==> config.mk <==
export PLATFORM = sky130hd
export DESIGN_NAME = hw_registers_receiver
export DESIGN_NICKNAME = d
export VERILOG_FILES = /design/src/rtl/hw_regs_pkg.sv /design/src/rtl/hw_registers_receiver_sync.sv /design/src/rtl/hw_registers_receiver.sv
export SDC_FILE = /design/constraint.sdc
export NUM_CORES = 1
export LEC_CHECK = 0
export ABC_CLOCK_PERIOD_IN_PS = 1300
export BUFFER_PORTS_ARGS = -buffer_cell sky130_fd_sc_hd__buf_2
export CORE_ASPECT_RATIO = 1.75
export CORE_MARGIN = 3
export CORE_UTILIZATION = 57
export CTS_CLUSTER_DIAMETER = 100
export CTS_CLUSTER_SIZE = 10
export DETAILED_ROUTE_END_ITERATION = 8
export MAX_ROUTING_LAYER = met4
export PLACE_DENSITY = 0.86
export SLEW_MARGIN = 20
export SYNTH_ARGS = -nofsm -noshare
export SYNTH_HDL_FRONTEND = slang
export SYNTH_SLANG_ARGS = --single-unit
==> constraint.sdc <==
create_clock -name clk -period 1.3 [get_ports clk]
set_input_delay 0.195 -clock clk [delete_from_list [all_inputs] [get_ports clk]]
set_output_delay 0.195 -clock clk [all_outputs]
set_load 0.02 [all_outputs]
==> src/rtl/hw_regs_pkg.sv <==
// Shared constants and types for the shift-register display driver and its receiver.
package hw_regs_pkg;

    localparam int REG_SIZE_DEF     = 8;
    localparam int NUM_DATA_REG_DEF = 6;
    localparam int DIG_BITS         = NUM_DATA_REG_DEF * REG_SIZE_DEF;
    localparam int CNT_W            = $clog2(DIG_BITS + 2);

    typedef logic [REG_SIZE_DEF-1:0] digit_t;

    // Counter width able to hold every count up to bits+1 (the saturation value).
    function automatic int cnt_width(input int bits);
        return $clog2(bits + 2);
    endfunction

endpackage

==> src/rtl/hw_registers_receiver_sync.sv <==
// One-bit synchronizer with a history flop; rise pulses for one cycle per synced 0->1.
module sync_edge_det #(
    parameter int SYNC_STAGES = 2
) (
    input  logic clk,
    input  logic nrst,
    input  logic pin,
    output logic sync_q,
    output logic rise
);

    logic [SYNC_STAGES-1:0] sync_p;
    logic                   hist;

    always_ff @(posedge clk or negedge nrst) begin
        if (!nrst) begin
            sync_p <= '0;
            hist   <= 1'b0;
        end else begin
            sync_p <= {sync_p[SYNC_STAGES-2:0], pin};
            hist   <= sync_p[SYNC_STAGES-1];
        end
    end

    assign sync_q = sync_p[SYNC_STAGES-1];
    assign rise   = sync_q & ~hist;

endmodule

==> src/rtl/hw_registers_receiver.sv <==
// Rebuilds the 74HC595-style digit and control chains from the driver's serial lines.
module hw_registers_receiver
    import hw_regs_pkg::*;
#(
    parameter int REG_SIZE     = REG_SIZE_DEF,
    parameter int NUM_DATA_REG = NUM_DATA_REG_DEF,
    parameter int SYNC_STAGES  = 2
) (
    input  logic                                   clk,
    input  logic                                   nrst,
    input  logic                                   all_bit_clk,
    input  logic                                   all_nrst,
    input  logic                                   digit_data_ser,
    input  logic                                   control_data_ser,
    input  logic                                   control_reg_clk,
    output logic [NUM_DATA_REG-1:0][REG_SIZE-1:0]  dig_data_out,
    output logic [REG_SIZE-1:0]                    ctrl_out,
    output logic                                   frame_valid,
    output logic                                   frame_err
);

    localparam int             BITS     = NUM_DATA_REG * REG_SIZE;
    localparam int             CW       = cnt_width(BITS);
    localparam logic [CW-1:0]  CNT_FULL = CW'(BITS);
    localparam logic [CW-1:0]  CNT_SAT  = CW'(BITS + 1);

    logic [4:0] pins;
    logic [4:0] sync_vec;
    logic [4:0] rise_vec;
    logic [4:0] unused_bits;

    assign pins = {control_reg_clk, control_data_ser, digit_data_ser, all_nrst, all_bit_clk};

    // Data lines share the clock lines' depth so data arrives aligned with its edge.
    for (genvar g = 0; g < 5; g++) begin : g_sync
        sync_edge_det #(.SYNC_STAGES(SYNC_STAGES)) u_sync (
            .clk    (clk),
            .nrst   (nrst),
            .pin    (pins[g]),
            .sync_q (sync_vec[g]),
            .rise   (rise_vec[g])
        );
    end

    logic bit_rise, chain_en, dig_bit, ctrl_bit, latch_rise;

    assign bit_rise    = rise_vec[0];
    assign chain_en    = sync_vec[1];
    assign dig_bit     = sync_vec[2];
    assign ctrl_bit    = sync_vec[3];
    assign latch_rise  = rise_vec[4];
    assign unused_bits = {rise_vec[3:1], sync_vec[4], sync_vec[0]};

    logic [BITS-1:0]     dig_sr;
    logic [REG_SIZE-1:0] ctrl_sr;
    logic [CW-1:0]       bit_cnt;

    always_ff @(posedge clk or negedge nrst) begin
        if (!nrst) begin
            dig_sr  <= '0;
            ctrl_sr <= '0;
            bit_cnt <= '0;
        end else if (!chain_en) begin
            dig_sr  <= '0;
            ctrl_sr <= '0;
            bit_cnt <= '0;
        end else if (bit_rise) begin
            dig_sr  <= {dig_sr[BITS-2:0], dig_bit};
            ctrl_sr <= {ctrl_sr[REG_SIZE-2:0], ctrl_bit};
            // A coincident latch consumes the old count; this bit opens the next frame.
            if (latch_rise)
                bit_cnt <= CW'(1);
            else if (bit_cnt != CNT_SAT)
                bit_cnt <= bit_cnt + CW'(1);
        end else if (latch_rise) begin
            bit_cnt <= '0;
        end
    end

    // Storage samples the pre-shift chain, matching the 74HC595 latch behaviour.
    always_ff @(posedge clk or negedge nrst) begin
        if (!nrst) begin
            dig_data_out <= '0;
            ctrl_out     <= '0;
            frame_valid  <= 1'b0;
            frame_err    <= 1'b0;
        end else begin
            frame_valid <= latch_rise;
            if (latch_rise) begin
                dig_data_out <= dig_sr;
                ctrl_out     <= ctrl_sr;
                frame_err    <= (bit_cnt != CNT_FULL);
            end
        end
    end

endmodule

### After elaboration in Yosys (flattened, before gate mapping)

Cells that the tools add are included.

| cells by class | value |
|---|---|
| reduce and logical (&&, ||, !) cells | 1 |
| eq/ne operators | 5 |
| muxes and demuxes | 9 |
| add/sub/neg operators | 1 |
| bitwise operators | 4 |

Operator list:

| kind | number |
|---|---|
| 48-bit two-way mux | 2 |
| 6-bit two-way mux | 5 |
| 8-bit two-way mux | 2 |
| 6-bit inequality test, second input constant | 2 |
| 6-bit by 1-bit adder with 6-bit output, second input constant | 1 |
| 3-bit inequality test, second input constant | 2 |
| 1-bit bitwise AND | 2 |
| 2-bit inequality test, second input constant | 1 |
| 1-bit NOT | 2 |
| 2-bit AND reduction | 1 |

| storage, ports and cells | value |
|---|---|
| output and inout port bits | 58 |
| register bits after elaboration | 132 |
| word-level logic and storage cells | 39 |

### Depth between registers and ports, before layout

Gate-level depths: netlist (run 1).

| logic depth | value |
|---|---|
| depth after elaboration | 5 |
| mapped depth | 7 |

### By module

From an unflattened synthesis (run 1), not the netlist that was laid out.

| second synthesis, totals | value |
|---|---|
| cells, all modules | 364 |
| area total of the unflattened synthesis | 5,345.1 um^2 |

By module, submodules not included:

| module | area an instance (um^2) | times used | cells each |
|---|---|---|---|
| hw_registers_receiver | 4,901.0 | 1 | 344 |
| sync_edge_det | 88.8 | 5 | 4 |

### Worst setup path after synthesis (run 1)

OpenSTA, ideal clock, no wires.

| path | value |
|---|---|
| path kind | reg2reg |
| start | register g_sync[4].u_sync.sync_p[1] |
| end | register bit_cnt[0] |
| required time | 1,169 ps |
| setup time | 131 ps |
| path slack | 99 ps |
| period minus slack after synthesis | 1,201 ps |
| arrival | 1,070 ps |
| stages on the path, launching flop included | 6 |
| path through | dfrtp_1 nand2b_1 buf_2 inv_2 a2111oi_2 nor4_2 |

| between the ends | value |
|---|---|
| cells in the longest elaborated chain, start to end | 4 |

RTL lines:

| item | line | source |
|---|---|---|
| start: declaration | hw_registers_receiver_sync.sv:12 | `logic [SYNC_STAGES-1:0] sync_p;` |
| start signal: assignment | hw_registers_receiver_sync.sv:20 | `sync_p <= {sync_p[SYNC_STAGES-2:0], pin};` |
| 1-bit bitwise AND (*) | hw_registers_receiver_sync.sv:26 | `assign rise = sync_q & ~hist;` |
| 6-bit two-way mux | hw_registers_receiver.sv:71 | `if (latch_rise)` |
| 6-bit two-way mux | hw_registers_receiver.sv:67 | `end else if (bit_rise) begin` |
| 6-bit two-way mux | hw_registers_receiver.sv:63 | `end else if (!chain_en) begin` |
| end signal: assignment | hw_registers_receiver.sv:74 | `bit_cnt <= bit_cnt + CW'(1);` |
| end: declaration | hw_registers_receiver.sv:56 | `logic [CW-1:0] bit_cnt;` |

Every way passes the cells marked *; elsewhere a longest branch is shown, timed or not.
A chain may end at the register's enable or synchronous reset.

### Worst setup path after layout (run 1)

| path | value |
|---|---|
| start | register bit_cnt[0] |
| end | register bit_cnt[0] |

| between the ends | value |
|---|---|
| cells in the longest elaborated chain, start to end | 5 |

RTL lines:

| item | line | source |
|---|---|---|
| 6-bit by 1-bit adder with 6-bit output | hw_registers_receiver.sv:74 |  |
| 6-bit two-way mux | hw_registers_receiver.sv:73 | `else if (bit_cnt != CNT_SAT)` |
| 6-bit two-way mux | hw_registers_receiver.sv:71 |  |
| 6-bit two-way mux | hw_registers_receiver.sv:67 |  |
| 6-bit two-way mux | hw_registers_receiver.sv:63 |  |

Parallel ways exist; a longest one is shown, timed or not. The select of a mux whose other input is x is not followed.

==> results.json, run 1 <==
{
  "status": "finished, violations left",
  "failed_checks": "setup timing",
  "arrival_ps": 1630,
  "max_clock_freq_mhz": 749,
  "synth_common_cells": "283 x nand2_1, 132 x dfrtp_1, 60 x a21oi_1, 12 x buf_2, 10 x clkbuf_1",
  "yosysSeqAreaShare_pct": 65.1,
  "final_antenna_net_count": 0,
  "routed_wl_um": 11600,
  "ir_drop_mv": 1.13,
  "max_cap_violations": 0,
  "floorplan.initialDensity_pct": 59.9,
  "wl_per_cell_um": 15.4,
  "fin_nets": 636,
  "holdWs_ps": 256,
  "rows": 44,
  "synth_top_family_by_area": "simple AND/OR/NAND/NOR gates",
  "final-hold-violation-count": 0,
  "drtIter0Drc": 303,
  "synth_xor_area_share_pct": 0,
  "final_core_utilization_pct": 75.5,
  "cts_buffers": 17,
  "htreeDepth": 4,
  "portBuffers": 64,
  "grt_pass1_vias": 3861,
  "clkTransAtPathRegs_ps": 50,
  "worstSetupPathType": "flop to flop",
  "antenna_cells": 0,
  "antenna_found_initial": 0,
  "synthToLayoutAreaGrowth_pct": 26.2,
  "async_flop_share_pct": 100,
  "synth_top_area_share_pct": 65.1,
  "skew_ps": 6.63,
  "gp_congestion": 0.794,
  "drt_first_pass_iters": 5,
  "drive_gt1_share_pct": 21.4,
  "cts_root_buf": "clkbuf_16",
  "vias_per_cell": 5.29,
  "synth_cell_types": 27,
  "critPathLaunchType": "flop",
  "fin_ws_ps": -35.9,
  "synth_fa_ha_area_share_pct": 0.740,
  "power_frac_comb_pct": 4.6,
  "power_frac_seq_pct": 45.7,
  "p_leak_nw": 3.31,
  "synth_area_leaders": "dfrtp_1 65%, nand2_1 21%, a21oi_1 5.9%",
  "hold_path_class": "input pin to asynchronous set/reset pin",
  "cts_buffer_depth": 2,
  "rsz0062_at_grt": "yes",
  "chipHeight_um": 131,
  "maxSlewHeadroom_pct": 75.4,
  "die-area_mm2": 0.0101,
  "synth_most_common_cell": "nand2_1",
  "synthesis.area_mm2": 0.00507,
  "place_hpwl_um": 6930,
  "synthCells": 540,
  "finalCriticalPeriod_ps": 1340,
  "synth_edf_count": 0,
  "grt_pass1_wl_um": 18400,
  "cts_num_sinks": 132,
  "ios": 65,
  "avgSynthCellArea_um2": 9.40,
  "vias": 3991,
  "grt.overflow.total": 0,
  "p_clk_share_pct": 49.7,
  "synth_compound_area_share_pct": 6.61,
  "synth_nets": 550,
  "ys.warnings.count": 0,
  "timing.final.crit_share_pct": 103,
  "pre_cts_ws_ps": -52.6,
  "endpoint_kind": "flop",
  "yosys-mux-area-fraction_pct": 0.592,
  "cp.required_ps": 1600,
  "crit_fanout": 6,
  "worst_slew_pin_slew_ps": 370,
  "switching_share_pct": 21.6,
  "synth_top_cell_by_area": "dfrtp_1",
  "ys.flop_type": "dfrtp_1",
  "die_w_um": 77.3,
  "final_cells": 754,
  "synth_seq_cells": 132,
  "slew_violations": 0,
  "p_sw_mw": 1.97,
  "core_mm2": 0.00848,
  "grt_max_degree": 42,
  "setup_viol_count_final": 3,
  "grt_use_total_pct": 24.6,
  "clk_latency_ps": 410,
  "remaining_drc_errors": 0,
  "synthSimpleGateAreaFrac_pct": 23.6,
  "p_int_mw": 7.15,
  "power.density_mw_per_mm2": 1420,
  "dp.cells": 705,
  "tritoncts": "done"
}
registers in the layout, summed over array words and instances, names as in the netlist:
| name | flops |
|---|---|
| dig_sr | 48 |
| bit_cnt | 6 |
| frame_valid | 1 |
| frame_err | 1 |
| ctrl_out | 8 |
| dig_data_out | 48 |
| g_sync.u_sync.hist | 2 |
| ctrl_sr | 8 |
| g_sync.u_sync.sync_p | 10 |
cell usage in the layout (no fill, tap or decap), types with 3 or more instances in the layout:
cell type,synthesis,routed
nand2_1,283,283
dlygate4sd3_1,0,6
buf_2,12,63
dfrtp_1,132,130
buf_4,6,17
nand3_1,5,5
or3_1,3,3
inv_2,2,3
clkbuf_8,0,5
mux2i_1,3,3
clkbuf_16,0,18
buf_6,0,4
clkinv_2,0,4
buf_12,0,7
a21oi_1,60,59
worst max-delay path, cell delays in order, from the launching register on:
cell	delay, ps
dfrtp_2	460
ha_4	200
and4_1	220
nor4_2	340
logic make-up (layout without fill, tap and decap cells):
group / after synthesis / after routing
flops: 132 / 132
buf+inv: 36 / 135
fa+ha+maj: 3 / 3
simple gates: 302 / 302
mux: 3 / 3
compound gates: 64 / 64
power groups by stage:
| stage | clock [mW] | combinational (mW) | sequential, mW |
|---|---|---|---|
| finish | 4.53 | 0.415 | 4.17 |
| detailed placement | 0 | 0.361 | 4.24 |
| CTS | 4.56 | 0.385 | 4.17 |
| global placement | 0 | 0.349 | 4.24 |
| global route | 4.76 | 0.453 | 4.17 |
| floorplan | 0 | 0.166 | 4.24 |
stage by stage:
step | cell area, µm² | TNS, ps | power, mW
2_1_floorplan | 5070 | 0 | 4.41
3_3_place_gp | 5610 | 0 | 4.58
3_5_place_dp | 5610 | -58.2 | 4.60
4_1_cts | 6280 | 0 | 9.11
5_1_grt | 6400 | -291 | 9.38
6_report | 6400 | -86.0 | 9.12
repair_timing:
item / CTS / global route
gates cloned: 0 / 1
hold buffers: 6 / 0
gates resized for setup: 3 / 11
setup buffers: 2 / 8
hold endpoints to repair: 39 / 0
pin swaps: 0 / 3
endpoints found under the setup margin: 2 / 32
final timing paths:
kind	from	to	slack [ps]	depth (start not counted)
setup / recovery	bit_cnt[0]$_DFFE_PN0P_	bit_cnt[0]$_DFFE_PN0P_	-40	3
hold / removal	nrst	frame_valid$_DFF_PN0_	260	2
setup reg to reg	bit_cnt[0]$_DFFE_PN0P_	bit_cnt[0]$_DFFE_PN0P_	-40	3
hold reg to reg	g_sync[3].u_sync.sync_p[0]$_DFF_PN0_	g_sync[3].u_sync.sync_p[1]$_DFF_PN0_	350	0
max in group asynchronous	nrst	dig_sr[34]$_DFFE_PN0P_	490	3
min in group clk	g_sync[3].u_sync.sync_p[0]$_DFF_PN0_	g_sync[3].u_sync.sync_p[1]$_DFF_PN0_	350	0
cell type report:
type	instances	area, µm²
flip-flops and latches	132	3310
clock inverters	8	73.8
clock buffers	24	502
inverters	5	18.8
fillers	567	2080
multi-input cells	372	1650
well taps	115	144
repair buffers	98	713
per-layer routing:
| metal | up-vias | wire, µm | global-route usage [%] |
|---|---|---|---|
| met3 | 39 | 614 | 6.24 |
| met5 | - | 0 | - |
| met2 | 150 | 6250 | 41.6 |
| li1 | 1874 | - | - |
| met1 | 1928 | 4380 | 27.8 |
| met4 | 0 | 363 | 10.5 |
No activity file was read; power rests on OpenSTA's default activity.
==> run 2, diff against run 1 <==
- ABC_CLOCK_PERIOD_IN_PS: 1300 -> 1250
- clock period: 1.3 -> 1.25 ns (I/O delays scaled with it)
==> run 2 against run 1 <==
Against the previous run: hold slack worse by 53 ps; sequential cell count is the same; register-to-register slack lost 60 ps; clock-buffer cell count fell by 2; design area up 2.1%; the flow still finishes with violations (setup timing); die area unchanged.
==> results.json, run 2 (same netlist as run 1, synthesis figures left out) <==
{
  "cp_cell_sequence": "and2b_4 -> buf_12 -> nand2_1 -> a21oi_1",
  "cts_root_buf": "clkbuf_16",
  "place_area_mm2": 0.00564,
  "hold_path_class": "input pin to asynchronous set/reset pin",
  "remaining_drc_errors": 0,
  "skew_ps": 9.56,
  "tritoncts": "done",
  "status": "finished, violations left",
  "ir_drop_mv": 1.56,
  "antenna_found_initial": 0,
  "switching_share_pct": 22.1,
  "htreeDepth": 4,
  "mostFrequentLayoutCell": "nand2_1",
  "slew_violations": 0,
  "pre_cts_ws_ps": -46.3,
  "power_frac_comb_pct": 4.9,
  "wl_per_cell_um": 17.2,
  "routed_wl_um": 12900,
  "clkTransAtPathRegs_ps": 60,
  "gp_congestion": 0.846,
  "grt.overflow.total": 0,
  "failed_checks": "setup timing",
  "dp.cells": 711,
  "power.density_mw_per_mm2": 1470,
  "fin_nets": 636,
  "grt_max_degree": 43,
  "max_stage_delay_ps": 400,
  "vias": 4189,
  "critical_path.top_delay_family": "simple AND/OR/NAND/NOR gates",
  "final-hold-violation-count": 0,
  "cp_num_buf_inv": 1,
  "cp_slowest_cell": "dfrtp_1",
  "maxSlewHeadroom_pct": 75.4,
  "top_regs": "dig_data_out: 48 flops, dig_sr: 48 flops, g_sync.u_sync.sync_p: 10 flops",
  "crit_fanout": 17,
  "die_w_um": 77.3,
  "max_clock_freq_mhz": 742,
  "cts_buffer_depth": 2,
  "final_cells": 754,
  "worstSetupPathType": "flop to flop",
  "drtIter0Drc": 443,
  "p_leak_nw": 3.32,
  "core_mm2": 0.00848,
  "fin_ws_ps": -98.0,
  "final_cell_mix": "282 x nand2_1, 131 x dfrtp_1, 63 x buf_2",
  "ios": 65,
  "grt_pass1_vias": 4027,
  "grt_use_total_pct": 24.9,
  "design_area_mm2": 0.00654,
  "portBuffers": 64,
  "timing.final.crit_share_pct": 108,
  "clk_latency_ps": 420,
  "p_sw_mw": 2.12,
  "finalCriticalPeriod_ps": 1350,
  "worst_slew_pin_slew_ps": 369,
  "setup_viol_count_final": 31,
  "p_clk_share_pct": 49.9,
  "die-area_mm2": 0.0101,
  "rows": 44,
  "grt_pass1_wl_um": 18800,
  "place_hpwl_um": 7110,
  "cp.required_ps": 1570,
  "chipHeight_um": 131,
  "synthToLayoutAreaGrowth_pct": 28.8,
  "cts_num_sinks": 132,
  "floorplan.initialDensity_pct": 59.9,
  "power_frac_seq_pct": 45.2,
  "endpoint_kind": "flop",
  "power.total_mw": 9.60,
  "antenna_cells": 0,
  "drive_gt1_share_pct": 25.2,
  "vias_per_cell": 5.56,
  "holdWs_ps": 202,
  "drt_first_pass_iters": 6,
  "p_int_mw": 7.48,
  "arrival_ps": 1670,
  "critPathLaunchType": "flop",
  "cts_buffers": 17,
  "rsz0062_at_grt": "yes",
  "max_cap_violations": 0,
  "final_antenna_net_count": 0
}
-- run 2: cell count changes in the layout (fill, tap and decap cells not counted), sizes merged --
cell,previous run,this run
buf,91,89
bufinv,1,2
clkinv,5,7
clkinvlp,2,1
-- run 2: repair_timing --
item,4_1_cts,5_1_grt
buffers inserted,0,2
gates cloned,0,3
hold endpoints to repair,137,0
resized for setup,4,39
hold buffers,6,0
pin swaps,0,1
setup endpoints to repair,8,82
-- run 2: power by group through the flow --
stage	clock network [mW]	logic, mW	registers [mW]
floorplan	0	0.172	4.41
global placement	0	0.370	4.40
detailed placement	0	0.384	4.41
CTS	4.79	0.406	4.33
global route	5.03	0.514	4.34
finish	4.79	0.475	4.34
-- run 2: metal layers --
| layer | share of wire [%] | track usage [%] | routed length, µm | vias to the layer above |
|---|---|---|---|---|
| met5 | 0 | - | 0 | - |
| met4 | 3.5 | 12.8 | 457 | 0 |
| met1 | 35 | 27.1 | 4540 | 2088 |
| met3 | 5.7 | 5.83 | 741 | 44 |
| met2 | 56 | 42.5 | 7200 | 184 |
| li1 | - | - | - | 1873 |
-- run 2: through the flow --
stage | utilization [%] | setup TNS [ps]
floorplan | - | 0
global placement | 66.6 | 0
detailed placement | 66.6 | -53.6
CTS | 74.2 | -11.5
global route | 77.1 | -3760
finish | 77.1 | -828
-- run 2: final cells by class --
class / count / area (µm²)
Clock buffer: 22 / 464
Multi-Input combinational cell: 372 / 1760
Sequential cell: 132 / 3300
Clock inverter: 10 / 106
Inverter: 5 / 23.8
Fill cell: 543 / 1940
Tap cell: 115 / 144
Timing Repair Buffer: 98 / 741
-- run 2: final timing paths --
check	startpoint	endpoint	slack [ps]	depth (start not counted)
setup reg to reg	g_sync[0].u_sync.hist$_DFF_PN0_	dig_sr[14]$_DFFE_PN0P_	-100	4
setup / recovery	g_sync[0].u_sync.hist$_DFF_PN0_	dig_sr[14]$_DFFE_PN0P_	-100	4
hold reg to reg	g_sync[3].u_sync.sync_p[0]$_DFF_PN0_	g_sync[3].u_sync.sync_p[1]$_DFF_PN0_	350	0
hold / removal	nrst	g_sync[2].u_sync.sync_p[1]$_DFF_PN0_	200	2
min in group clk	g_sync[3].u_sync.sync_p[0]$_DFF_PN0_	g_sync[3].u_sync.sync_p[1]$_DFF_PN0_	350	0
max in group asynchronous	nrst	dig_sr[35]$_DFFE_PN0P_	530	3
